<file path="config.mk">
export PLATFORM = sky130hd
export DESIGN_NAME = serial_pattern_tx_flat
export DESIGN_NICKNAME = d
export VERILOG_FILES = /design/src/rtl/serial_pattern_pkg.sv /design/src/rtl/serial_pattern_tx_if.sv /design/src/rtl/pattern_shreg.sv /design/src/rtl/serial_pattern_tx.sv /design/src/flat_wrapper.sv
export SDC_FILE = /design/constraint.sdc
export NUM_CORES = 1
export LEC_CHECK = 0
export ABC_CLOCK_PERIOD_IN_PS = 2500
export CAP_MARGIN = 25
export CORE_UTILIZATION = 55
export DETAILED_ROUTE_END_ITERATION = 10
export GPL_TIMING_DRIVEN = 0
export PLACE_DENSITY = 0.79
export SYNTH_ARGS = -nofsm -noshare
export SYNTH_HDL_FRONTEND = slang
export SYNTH_SLANG_ARGS = --single-unit
</file>
<file path="constraint.sdc">
create_clock -name clk -period 2.5 [get_ports clk]
set_input_delay 0.25 -clock clk [delete_from_list [all_inputs] [get_ports clk]]
set_output_delay 0.25 -clock clk [all_outputs]
set_load 0.02 [all_outputs]
</file>
<file path="src/rtl/serial_pattern_pkg.sv">
// Shared definitions for the serial pattern transmitter: FSM state encoding
// and default geometry.
package serial_pattern_pkg;

  localparam int MAX_LEN_DEFAULT = 8;
  localparam int LEN_W_DEFAULT   = 4;

  typedef enum logic [1:0] {
    IDLE  = 2'd0,
    SHIFT = 2'd1,
    DONE  = 2'd2
  } state_t;

endpackage

</file>
<file path="src/rtl/serial_pattern_tx_if.sv">
// Job request / serial output bundle for serial_pattern_tx.
// Handshake: start is a request that is taken only while the block is idle
// (busy=0, no done pulse showing); there is no ready, and a start seen while
// busy is dropped, so the master re-asserts start until busy goes high or
// err pulses.
interface serial_pattern_tx_if
  import serial_pattern_pkg::*;
#(
  parameter int MAX_LEN = MAX_LEN_DEFAULT,
  parameter int LEN_W   = LEN_W_DEFAULT
);

  logic               start;
  logic [MAX_LEN-1:0] pattern;
  logic [LEN_W-1:0]   len;
  logic [LEN_W-1:0]   reps;
  logic               abort;
  logic               out;
  logic               out_valid;
  logic               busy;
  logic               done;
  logic               err;

  modport master (
    output start, pattern, len, reps, abort,
    input  out, out_valid, busy, done, err
  );

  modport slave (
    input  start, pattern, len, reps, abort,
    output out, out_valid, busy, done, err
  );

endinterface

</file>
<file path="src/rtl/pattern_shreg.sv">
// Frame store plus working shift register. The working copy is kept one bit
// ahead of the bit currently on the line, so its MSB is always the next bit.
module pattern_shreg
  import serial_pattern_pkg::*;
#(
  parameter int W = MAX_LEN_DEFAULT
) (
  input  logic         clk,
  input  logic         rst,
  input  logic         load,
  input  logic         shift,
  input  logic         reload,
  input  logic [W-1:0] d,
  output logic         work_msb,
  output logic         frame_msb
);

  logic [W-1:0] frame_q;
  logic [W-1:0] work_q;

  always_ff @(posedge clk or negedge rst) begin
    if (!rst) begin
      frame_q <= '0;
      work_q  <= '0;
    end else if (load) begin
      frame_q <= d;
      work_q  <= d << 1;
    end else if (reload) begin
      work_q  <= frame_q << 1;
    end else if (shift) begin
      work_q  <= work_q << 1;
    end
  end

  assign work_msb  = work_q[W-1];
  assign frame_msb = frame_q[W-1];

endmodule

</file>
<file path="src/rtl/serial_pattern_tx.sv">
// Serial pattern transmitter: sends a captured len-bit frame MSB-first,
// reps+1 times back to back, then pulses done. Moore FSM, registered outputs.
module serial_pattern_tx
  import serial_pattern_pkg::*;
#(
  parameter int MAX_LEN = MAX_LEN_DEFAULT,
  parameter int LEN_W   = LEN_W_DEFAULT
) (
  input  logic                clk,
  input  logic                rst,
  serial_pattern_tx_if.slave  bus,
  output state_t              dbg_state
);

  localparam logic [LEN_W:0] MAX_LEN_V = (LEN_W+1)'(MAX_LEN);

  state_t           state_q, state_d;
  logic [LEN_W-1:0] bit_cnt_q, bit_cnt_d;
  logic [LEN_W-1:0] rep_cnt_q, rep_cnt_d;
  logic [LEN_W-1:0] len_m1_q, len_m1_d;
  logic             out_q, out_d;
  logic             out_valid_q, out_valid_d;
  logic             busy_q, busy_d;
  logic             done_q, done_d;
  logic             err_q, err_d;

  logic               sr_load, sr_shift, sr_reload;
  logic               work_msb, frame_msb;
  logic               len_ok;
  logic [LEN_W:0]     shamt;
  logic [MAX_LEN-1:0] aligned;

  // Left-align the frame so its first bit always sits at the register MSB.
  assign len_ok  = (bus.len != '0) && ({1'b0, bus.len} <= MAX_LEN_V);
  assign shamt   = MAX_LEN_V - {1'b0, bus.len};
  assign aligned = bus.pattern << shamt;

  pattern_shreg #(.W(MAX_LEN)) u_shreg (
    .clk       (clk),
    .rst       (rst),
    .load      (sr_load),
    .shift     (sr_shift),
    .reload    (sr_reload),
    .d         (aligned),
    .work_msb  (work_msb),
    .frame_msb (frame_msb)
  );

  always_comb begin
    state_d     = state_q;
    bit_cnt_d   = bit_cnt_q;
    rep_cnt_d   = rep_cnt_q;
    len_m1_d    = len_m1_q;
    out_d       = 1'b0;
    out_valid_d = 1'b0;
    busy_d      = 1'b0;
    done_d      = 1'b0;
    err_d       = 1'b0;
    sr_load     = 1'b0;
    sr_shift    = 1'b0;
    sr_reload   = 1'b0;
    unique case (state_q)
      IDLE: begin
        if (bus.start && !bus.abort) begin
          if (len_ok) begin
            state_d     = SHIFT;
            sr_load     = 1'b1;
            len_m1_d    = bus.len - LEN_W'(1);
            bit_cnt_d   = bus.len - LEN_W'(1);
            rep_cnt_d   = bus.reps;
            out_d       = aligned[MAX_LEN-1];
            out_valid_d = 1'b1;
            busy_d      = 1'b1;
          end else begin
            err_d = 1'b1;
          end
        end
      end
      SHIFT: begin
        // bit_cnt counts bits still to send in this frame after the one on the line
        if (bus.abort) begin
          state_d = IDLE;
        end else if (bit_cnt_q != '0) begin
          sr_shift    = 1'b1;
          bit_cnt_d   = bit_cnt_q - LEN_W'(1);
          out_d       = work_msb;
          out_valid_d = 1'b1;
          busy_d      = 1'b1;
        end else if (rep_cnt_q != '0) begin
          sr_reload   = 1'b1;
          bit_cnt_d   = len_m1_q;
          rep_cnt_d   = rep_cnt_q - LEN_W'(1);
          out_d       = frame_msb;
          out_valid_d = 1'b1;
          busy_d      = 1'b1;
        end else begin
          state_d = DONE;
          done_d  = 1'b1;
          busy_d  = 1'b1;
        end
      end
      DONE: begin
        state_d = IDLE;
      end
      default: begin
        state_d = IDLE;
      end
    endcase
  end

  always_ff @(posedge clk or negedge rst) begin
    if (!rst) begin
      state_q     <= IDLE;
      bit_cnt_q   <= '0;
      rep_cnt_q   <= '0;
      len_m1_q    <= '0;
      out_q       <= 1'b0;
      out_valid_q <= 1'b0;
      busy_q      <= 1'b0;
      done_q      <= 1'b0;
      err_q       <= 1'b0;
    end else begin
      state_q     <= state_d;
      bit_cnt_q   <= bit_cnt_d;
      rep_cnt_q   <= rep_cnt_d;
      len_m1_q    <= len_m1_d;
      out_q       <= out_d;
      out_valid_q <= out_valid_d;
      busy_q      <= busy_d;
      done_q      <= done_d;
      err_q       <= err_d;
    end
  end

  assign bus.out       = out_q;
  assign bus.out_valid = out_valid_q;
  assign bus.busy      = busy_q;
  assign bus.done      = done_q;
  assign bus.err       = err_q;
  assign dbg_state     = state_q;

endmodule

</file>
<file path="src/flat_wrapper.sv">
// flat-port wrapper written by rule: the top's interface ports become plain ports
module serial_pattern_tx_flat import serial_pattern_pkg::*;
#(
  parameter int MAX_LEN = MAX_LEN_DEFAULT,
  parameter int LEN_W   = LEN_W_DEFAULT
)
  (clk, rst, dbg_state, bus_start, bus_pattern, bus_len, bus_reps, bus_abort, bus_out, bus_out_valid, bus_busy, bus_done, bus_err);
  serial_pattern_tx_if #(.MAX_LEN(MAX_LEN), .LEN_W(LEN_W)) bus_i ();
  input  logic clk;
  input  logic rst;
  output state_t dbg_state;
  input wire logic [$bits(bus_i.start)-1:0] bus_start;
  input wire logic [$bits(bus_i.pattern)-1:0] bus_pattern;
  input wire logic [$bits(bus_i.len)-1:0] bus_len;
  input wire logic [$bits(bus_i.reps)-1:0] bus_reps;
  input wire logic [$bits(bus_i.abort)-1:0] bus_abort;
  output wire logic [$bits(bus_i.out)-1:0] bus_out;
  output wire logic [$bits(bus_i.out_valid)-1:0] bus_out_valid;
  output wire logic [$bits(bus_i.busy)-1:0] bus_busy;
  output wire logic [$bits(bus_i.done)-1:0] bus_done;
  output wire logic [$bits(bus_i.err)-1:0] bus_err;
  assign bus_i.start = bus_start;
  assign bus_i.pattern = bus_pattern;
  assign bus_i.len = bus_len;
  assign bus_i.reps = bus_reps;
  assign bus_i.abort = bus_abort;
  assign bus_out = bus_i.out;
  assign bus_out_valid = bus_i.out_valid;
  assign bus_busy = bus_i.busy;
  assign bus_done = bus_i.done;
  assign bus_err = bus_i.err;
  serial_pattern_tx #(.MAX_LEN(MAX_LEN), .LEN_W(LEN_W)) u_core (.clk(clk), .rst(rst), .bus(bus_i), .dbg_state(dbg_state));
endmodule
</file>
### Word level (Yosys, flattened, before mapping)

Cells that the tools add are included.

* flip-flop bits (word level): 35
* input bits: 20
* output and inout bits: 7
* word-level logic and storage cells: 88

* $add $sub $neg: 4
* magnitude comparators: 1
* equal/unequal tests: 9
* shifts and indexed selects: 1
* muxes and demuxes: 49
* reduce and logical (&&, ||, !) cells: 13

Operators by type and width (count)
* $mux 4: 10
* $mux 1: 25
* $mux 8: 3
* $pmux 4 s2: 2
* $reduce_bool 4->1: 3
* $sub 4x1->4 const B: 3
* $mux 2: 5
* $shl 8x5->8: 1
* $ne 2x1->1 const B: 3
* $ne 3x3->1 const B: 2
* $pmux 1 s2: 3
* $reduce_and 6->1: 1
* $reduce_and 5->1: 1
* $sub 4x4->5 const A: 1
* $le 4x4->1 const B: 1
* $ne 2x2->1 const B: 2
* $pmux 2 s2: 1
* $reduce_and 4->1: 1
* $ne 3x1->1 const B: 1
* $reduce_and 3->1: 1
* $reduce_bool 3->1: 1
* $eq 2x1->1 const B: 1
* $logic_and 1x1->1: 2
* $logic_not 2->1: 1
* other kinds (2): 2

### Depth between registers and ports, before layout

* depth in word-level cells: 7
* gate-level depth with buffers: 11
* gate-level depth less buffers: 7

### Cells and area by module

A second synthesis with hierarchy kept.

* cell total of the unflattened synthesis: 221
* area, all modules: 1999.4 µm²

By module, submodules not included
* serial_pattern_tx: instances 1, cells each 154, area an instance 1340.0 µm², seq. area each 475.5 µm²
* pattern_shreg: instances 1, cells each 67, area an instance 659.4 µm², seq. area each 375.4 µm²

### Worst setup path after synthesis

No wires, ideal clock.

* path type: in2reg
* from: input bus_len[0]
* to: register u_core.u_shreg.work_q[5]
* library setup time: 0.121 ns
* arrival: 1.897 ns
* required time: 2.379 ns
* path slack: 0.481 ns
* stages: 9
* buffers on the path: 2
* cells stage by stage: buf_6 > buf_2 > inv_1 > ha_1 > xnor2_1 > mux2i_1 > o21ai_0 > and4_1 > o22a_1

* cells in the longest elaborated chain, start to end: 6
* elaborated cells on any way between the ends: 10
* classes of those cells: add/sub (1); order compare (1); shift (1); mux (4); reduce/logical (3)

Ends and longest elaborated chain
* start, declared: RTL line flat_wrapper.sv:14 `input wire logic [$bits(bus_i.len)-1:0] bus_len;`
* branches (longest 6 deep; another with $sub 4x4->5)
* end signal, assigned: RTL line pattern_shreg.sv:27 `work_q <= d << 1;`
* end signal, assigned: RTL line pattern_shreg.sv:29 `work_q <= frame_q << 1;`
* end signal, assigned: RTL line pattern_shreg.sv:31 `work_q <= work_q << 1;`
* end, declared: RTL line pattern_shreg.sv:19 `logic [W-1:0] work_q;`

Parallel ways; which one is timed is not known.
A chain may end at the register's enable or synchronous reset.

### Final worst setup path

* from: input bus_len[1]
* to: register u_core.u_shreg.work_q[5]

The elaborated chain is that of the path after synthesis.

==> impl_results.html <==
<table>
<tr><th>Metric</th><th>Value</th></tr>
<tr><th colspan="2">STA</th></tr>
<tr><td>Worst slew margin relative to its limit</td><td>49.4%</td></tr>
<tr><td>Hold Fails Final Rpt</td><td>0</td></tr>
<tr><td>Total count of max-transition violations in the final report</td><td>0</td></tr>
<tr><td>Unrepaired setup endpoints after global routing</td><td>no</td></tr>
<tr><td>Worst Clk Skew</td><td>0.00247 ns</td></tr>
<tr><td>Smallest hold slack</td><td>0.0347 ns</td></tr>
<tr><td>Part of the cycle the worst path needs</td><td>90.3%</td></tr>
<tr><td>Actual slew at the worst max-slew pin</td><td>0.759 ns</td></tr>
<tr><td># setup viols final</td><td>0</td></tr>
<tr><td>Min Clock Period, post-route</td><td>2.26 ns</td></tr>
<tr><td>Fmax</td><td>443 MHz</td></tr>
<tr><th colspan="2">Min path</th></tr>
<tr><td>Hold Path Class</td><td>primary input to async pin</td></tr>
<tr><th colspan="2">Yosys</th></tr>
<tr><td>Post-synthesis register bit count</td><td>34</td></tr>
<tr><td>Flip-flop cell with the highest count after synthesis</td><td>sky130_fd_sc_hd__dfrtp_1</td></tr>
<tr><td>Synthesized area</td><td>2090 um2</td></tr>
<tr><td>Net Count, Synth</td><td>241</td></tr>
<tr><td>Combinational family with the most area after synthesis</td><td>compound AO/OA/AOI/OAI gates</td></tr>
<tr><td>Average cell area after synthesis</td><td>9.57 um2</td></tr>
<tr><td>Post-synth ARST share</td><td>100%</td></tr>
<tr><td>Gate count after technology mapping</td><td>218</td></tr>
<tr><td>Multiplexer share of the synthesized area</td><td>5.94%</td></tr>
<tr><td>Part of the Yosys area used for sequential elements</td><td>40.8%</td></tr>
<tr><td>Count of flip-flops with a built-in enable after synthesis</td><td>0</td></tr>
<tr><td>Area share of xor/xnor cells in the synthesized design</td><td>1.26%</td></tr>
<tr><td>Post-Synth Adder-Cell Area</td><td>1.80%</td></tr>
<tr><td>Unique masters post-synth</td><td>54</td></tr>
<tr><td>Total number of yosys warnings</td><td>0</td></tr>
<tr><td>Share of synthesized cell area in and, or, nand and nor gates</td><td>21.4%</td></tr>
<tr><td>Compound-Gate Fraction of Synth Area</td><td>23.4%</td></tr>
<tr><th colspan="2">Finish</th></tr>
<tr><td>Final core utilization</td><td>67.2%</td></tr>
<tr><td>Final cell area excluding filler cells</td><td>2460 um2</td></tr>
<tr><td>Final Net Count</td><td>272</td></tr>
<tr><td>Area growth from synthesis to layout</td><td>17.9%</td></tr>
<tr><td>Commonest non-fill, non-tap cells in the layout</td><td>sky130_fd_sc_hd__dfrtp_1 (34), sky130_fd_sc_hd__nand2_1 (25), sky130_fd_sc_hd__clkdlybuf4s50_1 (23), sky130_fd_sc_hd__o21ai_0 (18), sky130_fd_sc_hd__nor2_1 (17)</td></tr>
<tr><td>Leading cell type in the layout, fill and taps excluded</td><td>sky130_fd_sc_hd__dfrtp_1</td></tr>
<tr><td>Layout fillers</td><td>301</td></tr>
<tr><td>Layout cells sized above 1</td><td>12.0%</td></tr>
<tr><td>Diodes inserted</td><td>0</td></tr>
<tr><th colspan="2">Floorplan</th></tr>
<tr><td>Row Count</td><td>22</td></tr>
<tr><td>Height of the die</td><td>63.6 um</td></tr>
<tr><td>Width of the die</td><td>63.6 um</td></tr>
<tr><td>Starting density of the core</td><td>57.0%</td></tr>
<tr><td>Core footprint</td><td>3660 um2</td></tr>
<tr><td>Die outline area</td><td>4040 um2</td></tr>
<tr><td>I/O pin total</td><td>27</td></tr>
<tr><th colspan="2">Placed design</th></tr>
<tr><td>Port Buffers</td><td>24</td></tr>
<tr><td>Final weighted congestion in routability-driven placement</td><td>0.892</td></tr>
<tr><td>Instance area at placement</td><td>2380 um2</td></tr>
<tr><td>Post-detailed-placement half-perimeter wirelength</td><td>3.36 mm</td></tr>
<tr><th colspan="2">Outcome</th></tr>
<tr><td>Status</td><td>completed</td></tr>
<tr><th colspan="2">Clocking</th></tr>
<tr><td>H-tree depth</td><td>2</td></tr>
<tr><td>Clock Root Buffer</td><td>sky130_fd_sc_hd__clkbuf_8</td></tr>
<tr><td>Post-CTS Hold Fix Bufs</td><td>0</td></tr>
<tr><td>Buffer depth of the longest clock path</td><td>2</td></tr>
<tr><td>Total clock buffers created by CTS</td><td>5</td></tr>
<tr><td>Clock latency on the worst-skew pair</td><td>0.28 ns</td></tr>
<tr><td>CTS tree</td><td>built</td></tr>
<tr><td>Clk slew on worst S/H paths</td><td>0.06 ns</td></tr>
<tr><td>CTS sink count</td><td>34</td></tr>
<tr><td>Total setup buffers inserted after CTS</td><td>0</td></tr>
<tr><th colspan="2">Run</th></tr>
<tr><td>Count of max-cap constraint violations</td><td>0</td></tr>
<tr><th colspan="2">Drt</th></tr>
<tr><td>Routed via count</td><td>1722</td></tr>
<tr><td>1st-iter DRT viols</td><td>76</td></tr>
<tr><td>Detailed Route WL</td><td>4.42 mm</td></tr>
<tr><td>Post-route DRC violation count</td><td>0</td></tr>
<tr><td>Routed vias/inst</td><td>5.80</td></tr>
<tr><td>Initial DRT Pass Iterations</td><td>4</td></tr>
<tr><td>ANT nets after route</td><td>0</td></tr>
<tr><td>Detail-routed net length per standard cell</td><td>14.9 um</td></tr>
<tr><th colspan="2">Worst setup path</th></tr>
<tr><td>Type of origin of the critical path</td><td>primary input</td></tr>
<tr><td>Worst-path cell with the longest stage delay</td><td>sky130_fd_sc_hd__clkdlybuf4s50_1</td></tr>
<tr><td>Signal arrival time at the worst endpoint</td><td>2.43 ns</td></tr>
<tr><td>Internal reg-to-reg setup slack</td><td>0.27 ns</td></tr>
<tr><td>Crit path buf inv count</td><td>2</td></tr>
<tr><td>Endpoint of the lowest-slack register-to-register path</td><td>u_core.u_shreg.work_q[3]$_DFFE_PN0P_</td></tr>
<tr><td>Length in cells of the worst reg-to-reg path</td><td>7</td></tr>
<tr><td>Cells along the critical path</td><td>clkdlybuf4s50_1 &gt; inv_1 &gt; ha_1 &gt; xnor2_1 &gt; mux2i_1 &gt; o21ai_0 &gt; and4_1 &gt; o22a_1</td></tr>
<tr><td>Launch instance of the worst register-to-register path</td><td>u_core.bit_cnt_q[0]$_DFFE_PN0P_</td></tr>
<tr><td>CP required</td><td>2.67 ns</td></tr>
<tr><td>Largest fanout of any net on the critical path</td><td>7</td></tr>
<tr><td>Endpoint type of the worst setup path</td><td>register</td></tr>
<tr><td>Type of the setup path with the least slack</td><td>primary input to register</td></tr>
<tr><td>Stages on worst setup path</td><td>8</td></tr>
<tr><td>Biggest cell delay along the critical path</td><td>0.56 ns</td></tr>
<tr><td>Worst path top cell family by delay</td><td>buffers and inverters</td></tr>
<tr><th colspan="2">Pwr</th></tr>
<tr><td>Seq pwr share</td><td>46.0%</td></tr>
<tr><td>Maximum resistive drop on vdd</td><td>0.000277 V</td></tr>
<tr><td>Sum of internal, switching and leakage power</td><td>1780 uW</td></tr>
<tr><td>Switching power of the nets</td><td>614 uW</td></tr>
<tr><td>Pwr dens</td><td>724 nW/um2</td></tr>
<tr><td>Combinational fraction of design power</td><td>32.6%</td></tr>
<tr><td>Total leakage power</td><td>0.00111 uW</td></tr>
<tr><td>Fraction of power spent switching nets</td><td>34.5%</td></tr>
<tr><td>Internal Power</td><td>1170 uW</td></tr>
<tr><td>Part of the power in the clock network</td><td>21.4%</td></tr>
<tr><th colspan="2">Global route</th></tr>
<tr><td>Total grt overflow</td><td>0</td></tr>
<tr><td>Number of antenna violations at the first check in global routing</td><td>0</td></tr>
<tr><td>Largest net degree at the start of global routing</td><td>35</td></tr>
<tr><td>Combined global-route utilization of all metal layers</td><td>24.9%</td></tr>
<tr><td>Wire length of the first global-routing pass</td><td>7.77 mm</td></tr>
<tr><td>Vias in the first global route</td><td>1639</td></tr>
</table>
-- flip-flops by register name, summed over array words and instances (netlist names) --
signal / flops
u_core.rep_cnt_q: 4
u_core.bus.out: 1
u_core.u_shreg.frame_q: 8
u_core.u_shreg.work_q: 7
u_core.bus.err: 1
u_core.bus.out_valid: 1
u_core.bit_cnt_q: 4
u_core.bus.busy: 1
u_core.bus.done: 1
u_core.dbg_state: 2
u_core.len_m1_q: 4
-- Yosys cell counts, drive strengths merged (4+ instances only) --
library cell,number,area share (%)
nand3,4,0.96
a21oi,16,4.0
nor2,18,3.4
clkbuf,4,0.72
mux2i,9,4.3
inv,8,1.4
nor3b,5,2.9
o22ai,4,1.2
buf,8,3.2
a21o,7,2.5
nand2,26,4.8
nand2b,4,1.2
o21ai,20,5.9
dfrtp,34,41
-- cells by family (layout without fill, tap and decap cells) --
group,Yosys count,in the layout
AOI/OAI and AO/OA,70,70
xor gates and xnor gates,3,3
adders and majority gates,3,3
buffers and inverters,20,51
DFF,34,34
muxes,11,11
and+or+nand+nor,77,77
-- repair_timing --
action,CTS,global route
endpoints found under the setup margin,0,1
hold endpoints to repair,0,0
gates resized for setup,0,2
-- final cells by class --
class,count,area [um2],share of cell area (%)
Multi-Input combinational cell,164,1120,45.7
Sequential cell,34,851,34.6
Timing Repair Buffer,24,235,9.56
Buffer,12,83.8,3.41
Clock buffer,7,76.3,3.10
Tap cell,48,60.1,2.44
Inverter,8,30.0,1.22
-- metal layers --
layer / GRT usage (%) / vias up / part of all wire, %
li1: - / 859 / -
met2: 38.7 / 46 / 47
met3: 5.62 / 8 / 4.2
met4: 11.1 / 0 / 1.9
met1: 32.9 / 809 / 47
met5: 0 / - / 0
-- through the flow --
| stage | setup slack (ns) | setup TNS (ns) | cells |
|---|---|---|---|
| 6_report | 0.241 | 0 | 297 |
| 5_1_grt | 0.0951 | 0 | 297 |
| 4_1_cts | 0.227 | 0 | 297 |
| 3_5_place_dp | -0.0644 | -0.205 | 290 |
| 3_3_place_gp | -0.00833 | -0.00833 | 290 |
| 2_1_floorplan | 0.481 | 0 | 218 |
-- power groups by stage --
stage	clock (uW)	sequential (uW)	combinational, uW
floorplan	0	806	429
global placement	0	822	568
detailed placement	0	828	583
CTS	387	818	583
global route	412	843	654
finish	382	819	580
-- worst max-delay path by stage --
stage                     slack, ns                              endpoint       start
final                          0.24  u_core.u_shreg.work_q[5]$_DFFE_PN0P_  bus_len[1]
after global routing            0.1  u_core.u_shreg.work_q[5]$_DFFE_PN0P_  bus_len[1]
after CTS                      0.23  u_core.u_shreg.work_q[6]$_DFFE_PN0P_  bus_len[1]
after detailed placement      -0.06  u_core.u_shreg.work_q[6]$_DFFE_PN0P_  bus_len[1]
after global placement       -0.008  u_core.u_shreg.work_q[5]$_DFFE_PN0P_  bus_len[1]
after floorplan                0.48  u_core.u_shreg.work_q[5]$_DFFE_PN0P_  bus_len[0]
Note: power is estimated with default switching activity, not from simulation.
